### src/rtl/line_sequencer.sv
// line_sequencer: drives line_drawer through a full-screen clear (one vertical
// line per column), then a programmable table of line segments, holds the
// picture for a dwell period and either stops or loops (full clear or
// erase-only redraw in background colour).
//
// Ports:
//   clk, reset_n          system clock, asynchronous active-low reset
//   start, stop           begin sequence (IDLE only) / sticky halt request
//   loop_en, erase_mode   repeat forever / loop refresh by erase instead of clear
//   seg_we/addr/wdata     segment table write port, wdata = {en, x0, y0, x1, y1}
//   ld_done               one-cycle completion pulse from line_drawer
//   ld_start              one-cycle line request to line_drawer
//   x0, y0, x1, y1, color registered line endpoints and colour
//   busy, frame_done      not idle / end-of-dwell pulse
//   pass_count            completed passes (wraps)
module line_sequencer #(
    parameter int unsigned XW        = 11,
    parameter int unsigned YW        = 11,
    parameter int unsigned SCREEN_W  = 640,
    parameter int unsigned SCREEN_H  = 480,
    parameter int unsigned NUM_LINES = 8,
    parameter int unsigned DWELL     = 37_500_000,
    localparam int unsigned AW = (NUM_LINES > 1) ? $clog2(NUM_LINES) : 1,
    localparam int unsigned SW = 1 + 2 * XW + 2 * YW
) (
    input  logic          clk,
    input  logic          reset_n,
    input  logic          start,
    input  logic          stop,
    input  logic          loop_en,
    input  logic          erase_mode,
    input  logic          seg_we,
    input  logic [AW-1:0] seg_addr,
    input  logic [SW-1:0] seg_wdata,
    input  logic          ld_done,
    output logic          ld_start,
    output logic [XW-1:0] x0,
    output logic [YW-1:0] y0,
    output logic [XW-1:0] x1,
    output logic [YW-1:0] y1,
    output logic          color,
    output logic          busy,
    output logic          frame_done,
    output logic [7:0]    pass_count
);

    localparam int unsigned DCW = $clog2(DWELL + 1);
    localparam logic [XW-1:0]  C_LAST   = XW'(SCREEN_W - 1);
    localparam logic [AW-1:0]  I_LAST   = AW'(NUM_LINES - 1);
    localparam logic [DCW-1:0] DW_LAST  = DCW'(DWELL - 1);
    localparam logic [DCW-1:0] DW_PEN   = DCW'((DWELL > 1) ? DWELL - 2 : 0);
    localparam logic           DW_ONE   = (DWELL == 1);
    localparam logic [AW:0]    ADDR_LIM = (AW + 1)'(NUM_LINES);

    typedef struct packed {
        logic          en;
        logic [XW-1:0] x0;
        logic [YW-1:0] y0;
        logic [XW-1:0] x1;
        logic [YW-1:0] y1;
    } seg_t;

    typedef struct packed {
        logic [XW-1:0] x0;
        logic [YW-1:0] y0;
        logic [XW-1:0] x1;
        logic [YW-1:0] y1;
        logic          color;
    } line_t;

    typedef enum logic [2:0] {
        IDLE, CLR_ISSUE, CLR_WAIT, ERS_ISSUE, ERS_WAIT, DRW_ISSUE, DRW_WAIT, DWELL_ST
    } state_t;

    state_t         state;
    seg_t           seg_tab [NUM_LINES];
    line_t          line_q;
    logic [XW-1:0]  c;
    logic [AW-1:0]  idx;
    logic [DCW-1:0] dwell_cnt;
    logic           stop_q;

    logic           last_c;
    logic           drawing_c;
    logic           adv_c;
    logic           stop_eff_c;
    logic           to_idle_c;
    logic [AW-1:0]  adv_idx_c;
    seg_t           load_ent_c;

    function automatic line_t clr_line(input logic [XW-1:0] col);
        line_t l;
        l.x0    = col;
        l.x1    = col;
        l.y0    = '0;
        l.y1    = YW'(SCREEN_H - 1);
        l.color = 1'b0;
        return l;
    endfunction

    function automatic line_t mk_line(input seg_t e, input logic col);
        line_t l;
        l.x0    = e.x0;
        l.y0    = e.y0;
        l.x1    = e.x1;
        l.y1    = e.y1;
        l.color = col;
        return l;
    endfunction

    assign x0    = line_q.x0;
    assign y0    = line_q.y0;
    assign x1    = line_q.x1;
    assign y1    = line_q.y1;
    assign color = line_q.color;

    // Segment table; entries read at the edge that issues them.
    always_ff @(posedge clk or negedge reset_n) begin
        if (!reset_n) begin
            for (int unsigned k = 0; k < NUM_LINES; k++) seg_tab[k] <= '0;
        end else if (seg_we && ({1'b0, seg_addr} < ADDR_LIM)) begin
            seg_tab[seg_addr] <= seg_t'(seg_wdata);
        end
    end

    // Table walk helpers. An ISSUE with ld_start low is a disabled entry.
    always_comb begin
        last_c     = (idx == I_LAST);
        drawing_c  = (state == DRW_ISSUE) || (state == DRW_WAIT);
        adv_idx_c  = last_c ? '0 : idx + AW'(1);
        load_ent_c = ((state == DWELL_ST) || (state == CLR_WAIT)) ? seg_tab[0] : seg_tab[adv_idx_c];
        stop_eff_c = stop_q || stop;
        adv_c      = (((state == DRW_ISSUE) || (state == ERS_ISSUE)) && !ld_start) ||
                     (((state == DRW_WAIT) || (state == ERS_WAIT)) && ld_done);
        to_idle_c  = stop_eff_c &&
                     (((state == CLR_WAIT) && ld_done) || adv_c || (state == DWELL_ST));
    end

    // Sequencer FSM; outputs are loaded on the edge entering each ISSUE.
    always_ff @(posedge clk or negedge reset_n) begin
        if (!reset_n) begin
            state      <= IDLE;
            c          <= '0;
            idx        <= '0;
            dwell_cnt  <= '0;
            stop_q     <= 1'b0;
            ld_start   <= 1'b0;
            line_q     <= '0;
            busy       <= 1'b0;
            frame_done <= 1'b0;
            pass_count <= '0;
        end else if (to_idle_c) begin
            state      <= IDLE;
            busy       <= 1'b0;
            ld_start   <= 1'b0;
            frame_done <= 1'b0;
            stop_q     <= 1'b0;
        end else begin
            frame_done <= 1'b0;
            stop_q     <= (state != IDLE) && stop_eff_c;
            case (state)
                IDLE: begin
                    if (start && !stop) begin
                        state    <= CLR_ISSUE;
                        busy     <= 1'b1;
                        c        <= '0;
                        ld_start <= 1'b1;
                        line_q   <= clr_line('0);
                    end
                end
                CLR_ISSUE: begin
                    ld_start <= 1'b0;
                    state    <= CLR_WAIT;
                end
                CLR_WAIT: begin
                    if (ld_done) begin
                        if (c == C_LAST) begin
                            state    <= DRW_ISSUE;
                            idx      <= '0;
                            ld_start <= load_ent_c.en;
                            if (load_ent_c.en) line_q <= mk_line(load_ent_c, 1'b1);
                        end else begin
                            state    <= CLR_ISSUE;
                            c        <= c + XW'(1);
                            ld_start <= 1'b1;
                            line_q   <= clr_line(c + XW'(1));
                        end
                    end
                end
                DRW_ISSUE, ERS_ISSUE: begin
                    if (ld_start) begin
                        ld_start <= 1'b0;
                        state    <= drawing_c ? DRW_WAIT : ERS_WAIT;
                    end
                end
                DWELL_ST: begin
                    if (dwell_cnt == DW_LAST) begin
                        pass_count <= pass_count + 8'd1;
                        dwell_cnt  <= '0;
                        if (!loop_en) begin
                            state  <= IDLE;
                            busy   <= 1'b0;
                            stop_q <= 1'b0;
                        end else if (!erase_mode) begin
                            state    <= CLR_ISSUE;
                            c        <= '0;
                            ld_start <= 1'b1;
                            line_q   <= clr_line('0);
                        end else begin
                            state    <= ERS_ISSUE;
                            idx      <= '0;
                            ld_start <= load_ent_c.en;
                            if (load_ent_c.en) line_q <= mk_line(load_ent_c, 1'b0);
                        end
                    end else begin
                        dwell_cnt  <= dwell_cnt + DCW'(1);
                        frame_done <= (dwell_cnt == DW_PEN);
                    end
                end
                default: ;
            endcase

            // Step to the next table entry; erase pass rolls into the draw pass.
            if (adv_c) begin
                if (last_c && drawing_c) begin
                    state      <= DWELL_ST;
                    dwell_cnt  <= '0;
                    frame_done <= DW_ONE;
                end else begin
                    idx      <= adv_idx_c;
                    state    <= (drawing_c || last_c) ? DRW_ISSUE : ERS_ISSUE;
                    ld_start <= load_ent_c.en;
                    if (load_ent_c.en) line_q <= mk_line(load_ent_c, drawing_c || last_c);
                end
            end
        end
    end

endmodule

### config.mk
export PLATFORM = sky130hd
export DESIGN_NAME = line_sequencer
export DESIGN_NICKNAME = d
export VERILOG_FILES = /design/src/rtl/line_sequencer.sv
export SDC_FILE = /design/constraint.sdc
export NUM_CORES = 1
export LEC_CHECK = 0
export CORE_AREA = 2 2 244 246
export CTS_BUF_LIST = sky130_fd_sc_hd__clkbuf_4 sky130_fd_sc_hd__clkbuf_8
export DETAILED_ROUTE_END_ITERATION = 10
export DIE_AREA = 0 0 246 248
export GPL_ROUTABILITY_DRIVEN = 0
export PLACE_DENSITY_LB_ADDON = 0.1
export SLEW_MARGIN = 20
export SYNTH_ARGS = -nofsm -noshare
export SYNTH_HDL_FRONTEND = slang
export SYNTH_SLANG_ARGS = --single-unit
### constraint.sdc
create_clock -name clk -period 3.05 [get_ports clk]
set_input_delay 0.61 -clock clk [delete_from_list [all_inputs] [get_ports clk]]
set_output_delay 0.61 -clock clk [all_outputs]
set_load 0.02 [all_outputs]
==> results of run 1 <==
[flip-flops by register name, indices dropped and copies added (netlist names), 3 cells and up]
| register | cells |
|---|---|
| c | 11 |
| dwell_cnt | 26 |
| idx | 3 |
| pass_count | 8 |
| seg_tab | 360 |
| state | 3 |
| x0 | 11 |
| x1 | 11 |
| y0 | 11 |
| y1 | 11 |
[layer usage]
metal / up-vias / part of all wire [%] / track usage [%]
met5: - / 0.017 / 0
met4: 2 / 2.4 / 6.76
met3: 99 / 5.3 / 3.98
met2: 375 / 48 / 33.4
met1: 7907 / 44 / 26.2
li1: 6921 / - / -
[logic make-up (layout without fill, tap and decap cells)]
group	Yosys count	after routing	share of synthesized area, %
buf+inv	128	373	2.33
xor+xnor	20	20	0.794
other cells	0	3	0
simple gates	387	387	8.31
compound gates	290	290	8.29
flops	460	460	52.2
fa+ha+maj	8	8	0.454
mux	469	469	27.6
[timing repair]
| item | in CTS | in global routing |
|---|---|---|
| hold endpoints to repair | 31 | 0 |
| hold buffers | 1 | 0 |
| setup endpoints to repair | 0 | 11 |
| gates resized for setup | 0 | 4 |
[how the worst max path moves through the flow]
stage / start / endpoint / slack [ns] / depth (start not counted)
after global placement: loop_en / y0[4] / 0.18 / 7
after floorplan: state[1] / y1[4] / 0.09 / 12
after CTS: idx[0] / y1[7] / 0.10 / 11
final: idx[0] / x1[6] / 0.17 / 11
after detailed placement: idx[0] / y1[7] / 0.12 / 11
after global routing: idx[1] / y1[7] / 0.007 / 11
[report_power, final]
group / switching [mW] / internal (mW) / leakage [nW]
Sequential: 0.825 / 7.43 / 5.65
Clock: 2.67 / 3.84 / 1.01
Combinational: 5.02 / 4.50 / 4.49
[placed cells by master, fill, tap and decap left out, drive strengths merged, types with 8 or more instances in the layout]
cell / netlist / layout
mux4: 75 / 75
inv: 17 / 21
nand4: 18 / 18
nand3: 26 / 26
nor2: 77 / 77
a21oi: 51 / 51
clkbuf: 81 / 141
o21ai: 99 / 99
mux2i: 27 / 27
or3: 12 / 12
xnor2: 9 / 9
a221oi: 14 / 14
mux2: 367 / 367
buf: 30 / 94
o31ai: 10 / 10
nand2: 167 / 167
dfrtp: 460 / 460
a31oi: 34 / 34
a22o: 16 / 16
nor3: 22 / 22
xor2: 11 / 11
o22ai: 27 / 27
clkdlybuf4s50: 0 / 110
and3: 10 / 10
ha: 8 / 8
[worst max-delay path, delay by kind of cell (launching register included)]
family	cells	cell delay [ns]
AO/OA/AOI/OAI	3	0.57
AND/OR/NAND/NOR	3	0.43
buffers and inverters	2	0.44
multiplexers	1	0.50
flip-flops	1	0.41
adder cells (fa/ha/maj)	2	0.43
[cell type report]
| cell class | count | area [sq um] | area share [%] |
|---|---|---|---|
| Sequential cell | 460 | 11500 | 43.2 |
| Antenna cell | 3 | 7.51 | 0.0282 |
| Timing Repair Buffer | 205 | 2090 | 7.84 |
| Inverter | 17 | 63.8 | 0.240 |
| Tap cell | 773 | 967 | 3.63 |
| Clock buffer | 141 | 1770 | 6.65 |
| Clock inverter | 10 | 130 | 0.489 |
| Multi-Input combinational cell | 1174 | 10100 | 37.9 |
==> impl_metrics.tcl, run 1 <==
set metrics [dict create \
    fin_crit_ns 2.88 \
    antenna_found_initial 3 \
    numCtsBuffers 84 \
    timing.final.crit_share_pct 94.6 \
    fmax_mhz 347 \
    drtIter0Drc 861 \
    die_w_microns 246 \
    portBuffers 111 \
    netlist_top_cells_count "460 x dfrtp_1, 367 x mux2_2, 167 x nand2_1" \
    drive_above_1_share_pct 35.5 \
    required_ns 3.61 \
    synthMostInstantiatedCell "dfrtp_1" \
    drt_pass1_iterations 7 \
    crit_arrival_ns 3.44 \
    path_cells "ha_4, ha_1, nor2_4, mux4_2, o211ai_1, buf_4, nand2_1, buf_4, o22ai_1, nand2_1, o21ai_0" \
    synth_warnings 0 \
    setup_viol 0 \
    path_max_fanout 12 \
    rsz0062_at_grt "no" \
    core_area_sq_mm 0.0585 \
    placed_cell_area_sq_mm 0.0247 \
    grt_first_pass_wirelength_microns 94300 \
    syn_to_final_growth_pct 20.7 \
    clk_pin_slew_ns 0.06 \
    synth_seq_cells 460 \
    tns_ns 0 \
    crit_path_top_delay_cell "mux4_2" \
    finalInstanceArea_sq_mm 0.0266 \
    synth_edf_count 0 \
    fin_nets 2006 \
    crit_type "flip-flop to flip-flop" \
    syn_area_per_cell_sq_um 12.5 \
    r2r_start "idx[0]" \
    powerDensity_mw_per_mm2 912 \
    drc_errors 0 \
    run_status "finished clean" \
    fp.dieH_microns 248 \
    drv_cap 0 \
    routed_wl_microns 60400 \
    cts_buffer_depth 3 \
    worst_slack_ns 0.166 \
    synth_area_leaders "dfrtp_1 52%, mux2_2 19%, mux4_2 7.7%, nand2_1 2.8%, o21ai_0 2.0%" \
    worstMarginPinSlew_ns 0.791 \
    insertion_delay_ns 0.66 \
    syn_nets 1826 \
    num_vias 15300 \
    cts_num_sinks 460 \
    ys_async_sr_fraction_pct 100 \
    synth_top_area_share_pct 52.2 \
    power.static_leakage_nw 11.2 \
    postRouteAntennaNets 0 \
    finClkSkew_ns 0.0254 \
    fin_cells 2783 \
    cpPeakStageDelay_ns 0.50 \
    die-area_sq_mm 0.0610 \
    ys.flop_type "dfrtp_1" \
    end_kind "flip-flop" \
    drv_slew 0 \
    peakVddDrop_uv 668 \
    r2r_end "x1[6]" \
    p_total_mw 24.3 \
    row_count 89 \
    critPathLaunchType "flip-flop" \
    viasPerCell 5.50 \
    syn-instance-count 1762 \
    fin_util_pct 45.5 \
    r2r.worst_path.cells 11 \
    min_path_type "input pin to asynchronous set/reset pin" \
    grt-ovfl-total 0 \
    pre_cts_ws_ns 0.121 \
    ys_seq_area_share_pct 52.2 \
    r2r_slack_ns 0.17 \
    routedWlPerCell_microns 21.7 \
    grt_max_degree 91 \
    nFillCells 5393 \
    post-dp-hpwl_microns 37600 \
    syn_area_sq_mm 0.0221 \
    start_util_pct 37.7 \
    ys_types 67 \
    hold_viol_final 0 \
    maxSlewHeadroom_pct 47.3 \
    synth_largest_area_cell "dfrtp_1" \
    root_buffer "clkbuf_8" \
    htreeDepth 3 \
    cts_setup_buffers 0 \
    tritoncts "done" \
    ios 112 \
    fin_hold_ws_ns 0.460 \
    grt_usage_pct 20.1 \
    place_inst 2628 \
    grt_pass1_vias 15900 \
]
(Power assumes the default switching activity.)
==> run 2, diff against run 1 <==
- HOLD_SLACK_MARGIN: not set -> 0.03
==> results of run 2 <==
Final layout, timing and power as in run 1 (identical DEF).
